<file path="src/rtl/dx_hazard_ctrl.sv">
// D->X flow controller: load-use and FP-unit hazards, jump flush bubbles,
// FP register pending-write scoreboard and a saturating stall counter.
module dx_hazard_ctrl #(
  parameter int REG_AW    = 5,
  parameter int FP_LAT    = 4,
  parameter int FLUSH_CYC = 1,
  parameter int CNT_W     = 16
) (
  input  logic              clk,
  input  logic              rst,
  input  logic              d_valid,
  input  logic [REG_AW-1:0] d_rs_a,
  input  logic [REG_AW-1:0] d_rt_a,
  input  logic              d_uses_rs,
  input  logic              d_uses_rt,
  input  logic              d_is_fp,
  input  logic [REG_AW-1:0] d_fs_a,
  input  logic [REG_AW-1:0] d_ft_a,
  input  logic [REG_AW-1:0] d_fd_a,
  input  logic              x_is_load,
  input  logic [REG_AW-1:0] x_rd_a,
  input  logic              x_jmp_taken,
  input  logic              m_stall,
  input  logic              fp_wb_valid,
  input  logic [REG_AW-1:0] fp_wb_a,
  output logic              fd_stall,
  output logic              dx_stall,
  output logic              dx_bubble,
  output logic              fp_issue,
  output logic              fp_busy,
  output logic [CNT_W-1:0]  stall_cnt,
  output logic              dbg_state
);

  localparam int NREG = 1 << REG_AW;
  localparam int FC_W = $clog2(FP_LAT + 1);
  localparam int FL_W = (FLUSH_CYC > 1) ? $clog2(FLUSH_CYC) : 1;

  typedef enum logic {
    S_RUN   = 1'b0,
    S_FLUSH = 1'b1
  } state_t;

  state_t            r_state;
  logic [FL_W-1:0]   r_flush_cnt;
  logic [FC_W-1:0]   r_fp_cnt;
  logic [NREG-1:0]   r_pending;
  logic [CNT_W-1:0]  r_stall_cnt;

  state_t            w_next_state;
  logic [FL_W-1:0]   w_next_flush;
  logic [NREG-1:0]   w_next_pending;
  logic              w_fp_busy;
  logic              w_load_use;
  logic              w_fp_haz;
  logic              w_hazard;
  logic              w_fd_stall;
  logic              w_dx_stall;
  logic              w_dx_bubble;
  logic              w_fp_issue;

  assign w_fp_busy  = (r_fp_cnt != '0);
  assign w_load_use = x_is_load && (x_rd_a != '0) &&
                      ((d_uses_rs && (d_rs_a == x_rd_a)) ||
                       (d_uses_rt && (d_rt_a == x_rd_a)));
  assign w_fp_haz   = d_is_fp && (w_fp_busy || r_pending[d_fs_a] ||
                                  r_pending[d_ft_a] || r_pending[d_fd_a]);
  assign w_hazard   = w_load_use || w_fp_haz;

  // Priority chain: downstream stall, taken jump, flush, hazard, FP issue.
  always_comb begin
    w_fd_stall   = 1'b0;
    w_dx_stall   = 1'b0;
    w_dx_bubble  = 1'b0;
    w_fp_issue   = 1'b0;
    w_next_state = r_state;
    w_next_flush = r_flush_cnt;
    if (m_stall) begin
      w_fd_stall = 1'b1;
      w_dx_stall = 1'b1;
    end else if (x_jmp_taken) begin
      w_dx_bubble = 1'b1;
      if (FLUSH_CYC > 1) begin
        w_next_state = S_FLUSH;
        w_next_flush = FL_W'(FLUSH_CYC - 1);
      end else begin
        w_next_state = S_RUN;
      end
    end else if (r_state == S_FLUSH) begin
      w_dx_bubble  = 1'b1;
      w_next_flush = r_flush_cnt - 1'b1;
      if (r_flush_cnt == FL_W'(1)) begin
        w_next_state = S_RUN;
      end
    end else if (w_hazard && d_valid) begin
      w_fd_stall  = 1'b1;
      w_dx_bubble = 1'b1;
    end else if (d_valid && d_is_fp) begin
      w_fp_issue = 1'b1;
    end
  end

  // A write-back and a new issue to the same register: the new issue wins.
  always_comb begin
    w_next_pending = r_pending;
    if (fp_wb_valid) begin
      w_next_pending[fp_wb_a] = 1'b0;
    end
    if (w_fp_issue) begin
      w_next_pending[d_fd_a] = 1'b1;
    end
  end

  // Outputs are forced low asynchronously while reset is held.
  assign fd_stall  = rst && w_fd_stall;
  assign dx_stall  = rst && w_dx_stall;
  assign dx_bubble = rst && w_dx_bubble;
  assign fp_issue  = rst && w_fp_issue;
  assign fp_busy   = w_fp_busy;
  assign stall_cnt = r_stall_cnt;
  assign dbg_state = r_state;

  always_ff @(posedge clk or negedge rst) begin
    if (!rst) begin
      r_state     <= S_RUN;
      r_flush_cnt <= '0;
      r_fp_cnt    <= '0;
      r_pending   <= '0;
      r_stall_cnt <= '0;
    end else begin
      r_state     <= w_next_state;
      r_flush_cnt <= w_next_flush;
      r_pending   <= w_next_pending;
      if (w_fp_issue) begin
        r_fp_cnt <= FC_W'(FP_LAT);
      end else if (w_fp_busy) begin
        r_fp_cnt <= r_fp_cnt - 1'b1;
      end
      if (w_fd_stall && (r_stall_cnt != '1)) begin
        r_stall_cnt <= r_stall_cnt + 1'b1;
      end
    end
  end

endmodule

</file>
<file path="config.mk">
export PLATFORM = sky130hd
export DESIGN_NAME = dx_hazard_ctrl
export DESIGN_NICKNAME = d
export VERILOG_FILES = /design/src/rtl/dx_hazard_ctrl.sv
export SDC_FILE = /design/constraint.sdc
export NUM_CORES = 1
export LEC_CHECK = 0
export BUFFER_PORTS_ARGS = -buffer_cell sky130_fd_sc_hd__clkbuf_2
export CORE_ASPECT_RATIO = 1.2
export CORE_UTILIZATION = 34
export DETAILED_ROUTE_END_ITERATION = 10
export PLACE_DENSITY = 0.58
export SLEW_MARGIN = 0
export SYNTH_ARGS = -nofsm -noshare
export SYNTH_HDL_FRONTEND = slang
export SYNTH_SLANG_ARGS = --single-unit
</file>
<file path="constraint.sdc">
create_clock -name clk -period 2.6 [get_ports clk]
set_input_delay 0.26 -clock clk [delete_from_list [all_inputs] [get_ports clk]]
set_output_delay 0.26 -clock clk [all_outputs]
set_load 0.01 [all_outputs]
</file>
==> out/metrics.csv <==
stage;metric;value;unit
timing;skew;0.00583;ns
timing;setup-violations-final;30;
clocking;cts_made_buffers;5;
critical_path;arrival;2.58;ns
clocking;ctsRootBufferMaster;sky130_fd_sc_hd__clkbuf_16;
timing;transition_time_at_the_pin_with_the_least_slew_margin;0.810;ns
synth;synth_area;3450;sq um
place;post-dp-hpwl;8.16;mm
status;outcome;complete, but fails checks;
global_route;grt_pass1_wl;16.9;mm
synth;syn-instance-count;360;
die;fp.dieW;93.9;microns
worst_hold_path;whs_endpoint;r_flush_cnt$_DFFE_PN0P_;
flow_run;cap_violations;0;
clocking;cts_num_sinks;53;
timing;finalMaxSlewViolations;0;
routing;vias;3372;
die;design.core.area;9710;sq um
synth;synth_async_sr_flop_share;100;%
synth;synthTopCellsByArea;sky130_fd_sc_hd__dfrtp_1 38%, sky130_fd_sc_hd__mux2i_1 8.4%, sky130_fd_sc_hd__mux4_2 5.2%;
clocking;clock_path_buffers;2;
critical_path;timing.critical_path.mode_cell;sky130_fd_sc_hd__buf_6;
routing;detailed_router_iteration_count_before_antenna_repair;4;
status;failed_checks;setup timing;
cells_and_area;finish.cell_count_without_fillers;592;
pwr;power_leakage;2.14;nW
place;finalWeightedCongestion;0.872;
critical_path;timing.critical_path.cells;buf_6, mux4_2, o22a_1, nand4b_1, nand4_1, nor3_4, buf_6, nand2_2, and3_4, buf_6;
timing;setup_repair_after_global_routing_missed_its_margin;yes;
place;placedCellCount;574;
routing;post_drt_via_cell_ratio;5.70;
synth;yosys-top-cells-count;53 x sky130_fd_sc_hd__dfrtp_1, 33 x sky130_fd_sc_hd__o21ai_0, 29 x sky130_fd_sc_hd__mux2i_1;
synth;synth_fa_ha_area_share;1.09;%
place;placed_area;4190;sq um
critical_path;r2r_end;r_pending[17]$_DFF_PN0_;
synth;synth_area_in_simple_gates;19.3;%
cells_and_area;post_route_cells_drive_above_1_share;39.2;%
synth;muxShareOfSynthArea;15.6;%
critical_path;critPathKind;reg -> out;
die;floorplan.die_area;10600;sq um
timing;max_slew_margin;45.8;%
cells_and_area;nNetsFinal;516;
place;placement.io_buffers;66;
synth;ys.flop_type;sky130_fd_sc_hd__dfrtp_1;
synth;synth_warnings;0;
synth;post_synth_xor_area_fraction;6.60;%
worst_hold_path;worst_hold_path.num_cells;4;
global_route;grt_max_degree;44;
cells_and_area;area_growth;35.8;%
global_route;grt_overflow;0;
critical_path;reg2regPathDepth;10;
place;preCtsSetupSlack;-0.217;ns
timing;achievable-frequency;352;MHz
timing;final_period_util;109;%
timing;min_period;2.84;ns
clocking;cts_tree;yes;
worst_hold_path;hold_path_start;x_jmp_taken;
global_route;number_of_antenna_violations_at_the_first_check_in_global_routing;0;
die;floorplan.die.height;112;microns
pwr;power_per_cell_area;494;nW/um^2
global_route;via_count_of_the_first_global_routing_pass;3325;
cells_and_area;layout.cell_area.non_filler;4680;sq um
synth;cell_taking_the_most_area_after_synthesis;sky130_fd_sc_hd__dfrtp_1;
die;num_rows;39;
synth;syn_avg_cell_area;9.58;sq um
worst_hold_path;hold_path.class;in -> reg;
synth;ys_types;53;
routing;detail_route.drc_violations;0;
die;ioPinCount;67;
synth;synth_edf_count;0;
synth;synth_top_family_by_area;simple AND/OR/NAND/NOR gates;
synth;yosys_register_bits;53;
critical_path;crit_path_max_incr_delay;0.46;ns
routing;post_drt_wl_per_cell;18.0;microns
synth;synthesis.nets;408;
critical_path;required;2.34;ns
routing;final_antenna_net_count;0;
critical_path;critPathCaptureType;output port;
clocking;clock_latency;0.29;ns
cells_and_area;antenna_cells;0;
critical_path;critPathLaunchType;flip-flop;
timing;timing.final.ws_setup;-0.239;ns
routing;drt_iter0_drc;262;
critical_path;critPathMaxFanout;3;
global_route;grtUsageTotal;20.5;%
critical_path;regToRegSetupSlack;-0.16;ns
die;start_util;35.5;%
synth;synthDominantCellAreaShare;38.5;%
clocking;path_clk_slew;0.06;ns
routing;postRouteWirelength;10.6;mm
critical_path;r2r_start;r_pending[13]$_DFF_PN0_;
synth;synthMostInstantiatedCell;sky130_fd_sc_hd__dfrtp_1;
timing;finalHoldViolations;0;
synth;synth_seq_area_share;38.5;%
clocking;cts_htree_levels;2;
pwr;vdd.ir_drop.worst;0.437;mV
critical_path;critical_path.slowest_cell;sky130_fd_sc_hd__mux4_2;
synth;synth_compound_gate_area_share;16.1;%
power breakdown:
group / total (mW) / internal (mW) / leakage, nW / switching (mW)
Sequential: 1.01 / 0.908 / 0.711 / 0.102
Clock: 0.640 / 0.354 / 0.0706 / 0.286
Combinational: 0.663 / 0.320 / 1.36 / 0.344
layout by cell type, fill, tap and decap left out, types with 7 or more instances in the layout:
master / instances
sky130_fd_sc_hd__clkbuf_2: 64
sky130_fd_sc_hd__o21ai_2: 21
sky130_fd_sc_hd__dfrtp_1: 53
sky130_fd_sc_hd__buf_4: 44
sky130_fd_sc_hd__o31ai_4: 8
sky130_fd_sc_hd__xor2_1: 11
sky130_fd_sc_hd__o21ai_0: 33
sky130_fd_sc_hd__mux4_2: 8
sky130_fd_sc_hd__nand2_1: 24
sky130_fd_sc_hd__nand3_1: 17
sky130_fd_sc_hd__nor2_1: 17
sky130_fd_sc_hd__nor3_1: 7
sky130_fd_sc_hd__nand4_1: 7
sky130_fd_sc_hd__xnor2_1: 15
sky130_fd_sc_hd__nand3b_1: 7
sky130_fd_sc_hd__mux2i_1: 29
metal layers:
layer  global-route usage, %  part of all wire [%]  up-vias
li1                        -                     -     1561
met1                    25.5                    41     1670
met2                    35.7                    52      122
met3                    3.25                   4.9       19
met4                    7.08                   2.4        0
met5                       0                     0        -
cell type report:
class | count | area, sq um
fillers | 908 | 5030
multi-input cells | 284 | 2250
flip-flops and latches | 53 | 1330
repair buffers | 118 | 793
well taps | 123 | 154
clock buffers | 6 | 129
inverters | 6 | 22.5
clock inverters | 2 | 10.0
through the flow:
step | TNS (ns) | hold slack [ns] | power (mW) | utilization [%]
detailed placement | -5.93 | 0.267 | 1.65 | 43.1
global placement | -4.01 | 0.270 | 1.63 | 43.1
global route | -8.25 | 0.328 | 2.44 | 48.2
CTS | -3.45 | 0.282 | 2.30 | 45.9
finish | -3.99 | 0.285 | 2.31 | 48.2
floorplan | 0 | -0.0356 | 1.36 | -
critical path: cells and delay by family, from the launching register on:
kind	cells	cell delay, ns
AO/OA/AOI/OAI	1	0.20
buffers and inverters	3	0.40
flip-flops	1	0.42
multiplexers	1	0.46
AND/OR/NAND/NOR	5	0.82
worst max path at each step:
| stage | startpoint | end | slack [ns] | depth (start not counted) |
|---|---|---|---|---|
| after floorplan | d_fs_a[1] | r_pending[22]$_DFF_PN0_ | 0.02 | 10 |
| after global placement | d_ft_a[0] | r_pending[30]$_DFF_PN0_ | -0.14 | 9 |
| after detailed placement | d_ft_a[0] | r_pending[30]$_DFF_PN0_ | -0.22 | 9 |
| after CTS | r_pending[4]$_DFF_PN0_ | fd_stall | -0.28 | 9 |
| after global routing | r_pending[13]$_DFF_PN0_ | fp_issue | -0.34 | 10 |
| final | r_pending[13]$_DFF_PN0_ | fd_stall | -0.24 | 10 |
kinds of logic (layout without fill, tap and decap cells):
group                      count (synthesis)  in the layout
and+or+nand+nor                          119            119
muxes                                     43             43
adders and majority gates                  3              3
xor gates and xnor gates                  26             26
buffers and inverters                     23            132
AOI/OAI and AO/OA                         93             93
DFF                                       53             53
flip-flops by register name (all words and copies together), names as in the netlist:
| signal | flops |
|---|---|
| r_flush_cnt | 1 |
| dbg_state | 1 |
| stall_cnt | 16 |
| r_fp_cnt | 3 |
| r_pending | 32 |
timing repair:
| action | 4_1_cts | 5_1_grt |
|---|---|---|
| buffers inserted | 7 | 1 |
| hold endpoints to repair | 10 | 0 |
| cloned | 0 | 1 |
| endpoints found under the setup margin | 41 | 51 |
| pin swaps | 11 | 11 |
| hold buffers | 1 | 0 |
| resized for setup | 17 | 40 |
Power figures use the tool's default switching activity.
